### config.mk
export PLATFORM = sky130hd
export DESIGN_NAME = bcd_chain_ctrl
export DESIGN_NICKNAME = d
export VERILOG_FILES = /design/src/rtl/bcd_pkg.sv /design/src/rtl/tick_gen.sv /design/src/rtl/bcd_chain_ctrl.sv
export SDC_FILE = /design/constraint.sdc
export NUM_CORES = 1
export LEC_CHECK = 0
export ABC_AREA = 1
export BUFFER_PORTS_ARGS = -buffer_cell sky130_fd_sc_hd__buf_2
export CELL_PAD_IN_SITES_DETAIL_PLACEMENT = 0
export CELL_PAD_IN_SITES_GLOBAL_PLACEMENT = 1
export CORE_MARGIN = 2
export CORE_UTILIZATION = 40
export CTS_CLUSTER_DIAMETER = 40
export DETAILED_ROUTE_END_ITERATION = 7
export GPL_ROUTABILITY_DRIVEN = 1
export PLACE_DENSITY_LB_ADDON = 0.1
export SLEW_MARGIN = 20
export SYNTH_ARGS = -nofsm -noshare
export SYNTH_HDL_FRONTEND = slang
export SYNTH_HIERARCHICAL = 1
export SYNTH_SLANG_ARGS = --single-unit
### constraint.sdc
create_clock -name clk_div -period 2.7 [get_ports clk_div]
set_input_delay 0.54 -clock clk_div [delete_from_list [all_inputs] [get_ports clk_div]]
set_output_delay 0.54 -clock clk_div [all_outputs]
set_load 0.01 [all_outputs]
### src/rtl/bcd_pkg.sv
// rtl/bcd_pkg.sv - shared types, BCD limits and carry/borrow helpers for the digit chain controller
package bcd_pkg;

  typedef enum logic [1:0] {
    IDLE  = 2'd0,
    RUN   = 2'd1,
    PAUSE = 2'd2,
    DONE  = 2'd3
  } state_t;

  localparam logic [3:0] BCD_MAX = 4'd9;
  localparam logic [3:0] BCD_MIN = 4'd0;

  // A digit passes a carry to its upper neighbour only when it sits at 9.
  function automatic logic carry_up(input logic [3:0] d);
    return d == BCD_MAX;
  endfunction

  // A digit passes a borrow to its upper neighbour only when it sits at 0.
  function automatic logic borrow_dn(input logic [3:0] d);
    return d == BCD_MIN;
  endfunction

  // Direction-aware ripple condition; an invalid nibble never ripples.
  function automatic logic ripple(input logic [3:0] d, input logic up);
    return up ? carry_up(d) : borrow_dn(d);
  endfunction

endpackage

### src/rtl/tick_gen.sv
// rtl/tick_gen.sv - count-step prescaler, holds its value while not running
module tick_gen #(
  parameter int TICK_DIV = 100_000
) (
  input  logic clk_div,
  input  logic rst_n,
  input  logic run,
  input  logic sclr,
  output logic tick
);

  localparam int W = $clog2(TICK_DIV);
  localparam logic [W-1:0] LAST = W'(TICK_DIV - 1);

  logic [W-1:0] cnt;

  assign tick = run & (cnt == LAST);

  // Prescaler: cleared on request, advances only while running, wraps after the terminal count.
  always_ff @(posedge clk_div or negedge rst_n) begin
    if (!rst_n) begin
      cnt <= '0;
    end else if (sclr) begin
      cnt <= '0;
    end else if (run) begin
      cnt <= tick ? '0 : cnt + 1'b1;
    end
  end

endmodule

### src/rtl/bcd_chain_ctrl.sv
// rtl/bcd_chain_ctrl.sv - sequencing controller for a chain of BCD up/down digit counters
module bcd_chain_ctrl import bcd_pkg::*; #(
  parameter int DIGITS   = 4,
  parameter int TICK_DIV = 100_000
) (
  input  logic                  clk_div,
  input  logic                  BTN0,
  input  logic                  start,
  input  logic                  stop,
  input  logic                  clr,
  input  logic                  dir_bit,
  input  logic                  hold_at_limit,
  input  logic [4*DIGITS-1:0]   digits_in,
  output logic [DIGITS-1:0]     digit_en,
  output logic                  cnt_dir,
  output logic                  cnt_clr,
  output logic                  running,
  output logic                  wrap,
  output logic                  done,
  output logic                  bcd_err
);

  logic start_q, stop_q, clr_q;
  logic start_ev, stop_ev, clr_ev;

  state_t state, state_nxt;

  logic tick, step, sclr;
  logic [3:0] dig [DIGITS];
  logic at_limit, nib_bad;
  logic [DIGITS-1:0] en_chain;

  logic [DIGITS-1:0] en_nxt;
  logic wrap_nxt, dir_nxt, err_nxt;

  // Edge-detect history; reset to 0 so a level held through reset release reads as an edge.
  always_ff @(posedge clk_div or negedge BTN0) begin
    if (!BTN0) begin
      start_q <= 1'b0;
      stop_q  <= 1'b0;
      clr_q   <= 1'b0;
    end else begin
      start_q <= start;
      stop_q  <= stop;
      clr_q   <= clr;
    end
  end

  assign start_ev = start & ~start_q;
  assign stop_ev  = stop & ~stop_q;
  assign clr_ev   = clr & ~clr_q;

  // A fresh run from IDLE restarts the prescaler; resuming from PAUSE keeps its held value.
  assign sclr = clr_ev | ((state == IDLE) & start_ev);

  tick_gen #(
    .TICK_DIV(TICK_DIV)
  ) u_tick (
    .clk_div (clk_div),
    .rst_n   (BTN0),
    .run     (state == RUN),
    .sclr    (sclr),
    .tick    (tick)
  );

  // A stop or clear edge in the terminal-count cycle swallows that step.
  assign step = tick & ~stop_ev & ~clr_ev;

  // Limit detection, invalid-nibble detection and the carry/borrow enable ripple.
  always_comb begin
    at_limit = 1'b1;
    nib_bad  = 1'b0;
    en_chain = '0;
    for (int i = 0; i < DIGITS; i++) begin
      dig[i]   = digits_in[4*i +: 4];
      at_limit = at_limit & ripple(dig[i], dir_bit);
      nib_bad  = nib_bad | (dig[i] > BCD_MAX);
    end
    en_chain[0] = 1'b1;
    for (int i = 1; i < DIGITS; i++) begin
      en_chain[i] = en_chain[i-1] & ripple(dig[i-1], dir_bit);
    end
  end

  // State register.
  always_ff @(posedge clk_div or negedge BTN0) begin
    if (!BTN0) begin
      state <= IDLE;
    end else begin
      state <= state_nxt;
    end
  end

  // Next-state: clear overrides everything, then stop, then start; DONE leaves only via clear.
  always_comb begin
    state_nxt = state;
    if (clr_ev) begin
      state_nxt = IDLE;
    end else begin
      case (state)
        IDLE:    if (start_ev) state_nxt = RUN;
        RUN: begin
          if (stop_ev)                                   state_nxt = PAUSE;
          else if (step && at_limit && hold_at_limit)    state_nxt = DONE;
        end
        PAUSE:   if (start_ev) state_nxt = RUN;
        DONE:    state_nxt = DONE;
        default: state_nxt = IDLE;
      endcase
    end
  end

  // Output decode: next values of the registered strobes, direction and error flag.
  always_comb begin
    en_nxt   = '0;
    wrap_nxt = 1'b0;
    dir_nxt  = cnt_dir;
    err_nxt  = bcd_err;
    if (clr_ev) begin
      err_nxt = 1'b0;
    end else if (step) begin
      dir_nxt = dir_bit;
      if (nib_bad) err_nxt = 1'b1;
      if (!(at_limit && hold_at_limit)) begin
        en_nxt   = en_chain;
        wrap_nxt = at_limit;
      end
    end
  end

  // Output registers: all strobes are single-cycle and launched one cycle after their cause.
  always_ff @(posedge clk_div or negedge BTN0) begin
    if (!BTN0) begin
      digit_en <= '0;
      wrap     <= 1'b0;
      cnt_dir  <= 1'b1;
      cnt_clr  <= 1'b0;
      bcd_err  <= 1'b0;
    end else begin
      digit_en <= en_nxt;
      wrap     <= wrap_nxt;
      cnt_dir  <= dir_nxt;
      cnt_clr  <= clr_ev;
      bcd_err  <= err_nxt;
    end
  end

  assign running = (state == RUN);
  assign done    = (state == DONE);

endmodule

==> flow_metrics.py <==
metrics = {
    "status": {
        "outcome": "complete, no violations",
    },
    "final_layout": {
        "fin_nets": 317,
        "antenna_cells": 0,
        "synthToLayoutAreaGrowth_pct": 16.04,
        "fillerInstances": 453,
        "stdcell_count": 346,
        "drive_gt1_share_pct": 22.11,
    },
    "setup_path": {
        "worstPathMaxFanout": 6,
        "crit_required_ns": 2.88,
        "slowest_delay_ns": 0.41,
        "crit_chain": "ha_1, nand4_1, nor4_1, o21ai_0, nor2_1, nand3_2, nand2_1, nand2_1, nand2_1, nand2_1",
        "path_delay_family": "simple AND/OR/NAND/NOR gates",
        "critPathKind": "reg2reg",
        "rrSetupSlack_ns": 0.46,
        "critPathArrivalTime_ns": 2.42,
        "critPathBufInv": 0,
        "critical-path-slowest-cell": "dfrtp_1",
        "cp_common_cell": "nand2_1",
        "start_kind": "flop",
        "cp-end-kind": "flop",
    },
    "sta": {
        "finalCriticalPeriod_ns": 2.237,
        "tightest_slew_ns": 0.6650,
        "fin_tns_setup_ns": 0,
        "fin_crit_sh_pct": 82.86,
        "setup_violations": 0,
        "hold_viol_final": 0,
        "maxSlewViolCount": 0,
        "skew_ns": 0.01021,
        "max_freq_mhz": 447.0,
        "setup_slack_ns": 0.4628,
        "slew_headroom_pct": 55.09,
        "rsz0062_at_grt": "false",
    },
    "yosys": {
        "yosysSeqAreaShare_pct": 40.66,
        "syn_area_per_cell_um2": 7.252,
        "synth-seq-cells": 30,
        "synth_cell_types": 33,
        "syn_area_um2": 1849,
        "synth_nets": 279,
        "postSynthCellCount": 255,
        "ys_warn_count": 6,
    },
    "drt": {
        "drt_iter0_drc": 96,
        "wirelength_mm": 4.236,
        "dr.pass1.iters": 4,
        "viasPerCell": 4.806,
        "vias": 1663,
        "wl_per_cell_um": 12.24,
        "final_antenna_net_count": 0,
        "drc": 0,
    },
    "clock_tree": {
        "clockRootBuffer": "clkbuf_8",
        "cts_max_level": 2,
        "clock_latency_ns": 0.29,
        "cts_tree": "done",
        "cts.sinks": 30,
        "cts_setup_buffers": 0,
        "clk_pin_slew_ns": 0.07,
        "cts_hold_buf": 0,
        "cts_inserted_buffers": 5,
        "ctsResizeCount": 0,
        "clock_path_buffers": 2,
    },
    "placement": {
        "numPortBuffers": 32,
        "dpl.hpwl_mm": 3.197,
        "post-place-cells": 338,
        "detailedPlace.worstSlack_ns": 0.5203,
        "gp_congestion": 0.8838,
    },
    "power": {
        "finalPower_uw": 1170,
        "peakVddDrop_v": 0.0002461,
        "p_leak_uw": 0.001045,
        "p_per_area_nw_per_um2": 545.1,
    },
    "floorplanning": {
        "die-area_um2": 5183,
        "coreArea_um2": 4414,
        "std_cell_rows": 24,
        "floorplan.initialDensity_pct": 41.89,
        "fp.dieW_um": 72.00,
        "die_h_um": 72.00,
        "io_pins": 33,
    },
    "grt": {
        "grt_pass1_vias": 1681,
        "grt_pass1_wl_mm": 7.541,
        "grt_antenna_before_repair": 0,
        "globalRoute.totalOverflow": 0,
        "grt_max_degree": 31,
        "grt_use_total_pct": 18.90,
    },
    "min_path": {
        "holdCritPathClass": "in2async",
    },
    "job": {
        "maxCapViolCount": 0,
    },
}
==> worst paths after layout <==
path                          startpoint        endpoint  cells past startpoint
max                        u_tick/cnt[1]        state[1]                     10
min reg2reg                        clr_q         cnt_clr                      1
max reg2reg                u_tick/cnt[1]        state[1]                     10
min in group clk_div               start         start_q                      1
min                                 BTN0  u_tick/cnt[11]                      1
max in group asynchronous           BTN0  u_tick/cnt[16]                      1
==> kinds of logic after synthesis <==
logic type,after synthesis,share of synthesized area (%)
simple gates,163,41.34
buf+inv,37,8.932
flops,30,40.66
compound gates,19,5.886
xor+xnor,4,1.895
mux,1,0.6089
fa+ha+maj,1,0.6765
==> cell usage after synthesis <==
library cell / n / area [um2]
nand2_1: 57 / 214.0
nor2_1: 56 / 210.2
inv_1: 32 / 120.1
dfrtp_1: 29 / 725.7
nand3_1: 16 / 80.08
nand4_1: 9 / 56.30
nor2_2: 7 / 43.79
o21ai_0: 7 / 35.03
o21ai_1: 7 / 35.03
nand2_2: 4 / 25.02
nor2_4: 3 / 33.78
nor3_1: 3 / 15.01
xor2_1: 3 / 26.28
inv_2: 2 / 7.510
nand3_2: 2 / 20.02
a21oi_1: 1 / 5.000
a22o_1: 1 / 8.760
and3_1: 1 / 6.260
and3b_1: 1 / 8.760
buf_12: 1 / 20.02
buf_6: 1 / 11.26
dfstp_2: 1 / 26.28
ha_1: 1 / 12.51
inv_4: 1 / 6.260
mux2_2: 1 / 11.26
nand2_4: 1 / 11.26
nand3_4: 1 / 17.52
nor3_4: 1 / 16.27
nor4_1: 1 / 6.260
o2111ai_1: 1 / 8.760
o21bai_1: 1 / 7.510
o41ai_1: 1 / 8.760
xnor2_1: 1 / 8.760
==> placed cells by master, fill, tap and decap left out, types with 2 or more instances in the layout <==
master	netlist	layout
buf_2	0	32
clkbuf_8	0	6
dfrtp_1	29	29
inv_1	32	32
inv_2	2	2
nand2_1	57	57
nand2_2	4	4
nand3_1	16	16
nand3_2	2	2
nand4_1	9	9
nor2_1	56	56
nor2_2	7	7
nor2_4	3	3
nor3_1	3	3
o21ai_0	7	7
o21ai_1	7	7
xor2_1	3	3
==> per-stage QoR <==
step | utilization [%] | cell area [um2] | hold WS [ns]
final | 48.61 | 2146 | 0.2837
after floorplan | - | 1849 | 0.2444
after CTS | 48.61 | 2146 | 0.3115
after global routing | 48.61 | 2146 | 0.3333
after global placement | 46.46 | 2051 | 0.4445
after detailed placement | 46.46 | 2051 | 0.4411
==> final cells by class <==
cell class                      instances  area (um2)  share of cell area (%)
Clock buffer                            6       82.58                   3.848
Clock inverter                          2       12.51                  0.5831
Inverter                               35       133.9                   6.239
Multi-Input combinational cell        188       932.1                   43.44
Sequential cell                        30       752.0                   35.04
Tap cell                               52       65.06                   3.032
Timing Repair Buffer                   33       167.7                   7.813
==> state kept, by name (all words and copies together) (netlist names) <==
name,cells
clr_q,1
cnt_clr,1
wrap,1
digit_en,4
stop_q,1
start_q,1
u_tick/cnt,17
bcd_err,1
state,2
cnt_dir,1
==> per-layer routing <==
metal	track usage [%]	up-vias	wire length, um
met4	8.176	0	111
met3	4.861	9	221
met2	31.69	43	1989
met5	0	-	0
met1	23.03	723	1913
li1	-	888	-
==> power breakdown <==
group          switching, uW  internal (uW)  total, uW
Sequential              37.1            482        519
Clock                    178            205        382
Combinational            175           94.0        269
Total                    390            780       1170
Power figures use the tool's default switching activity.
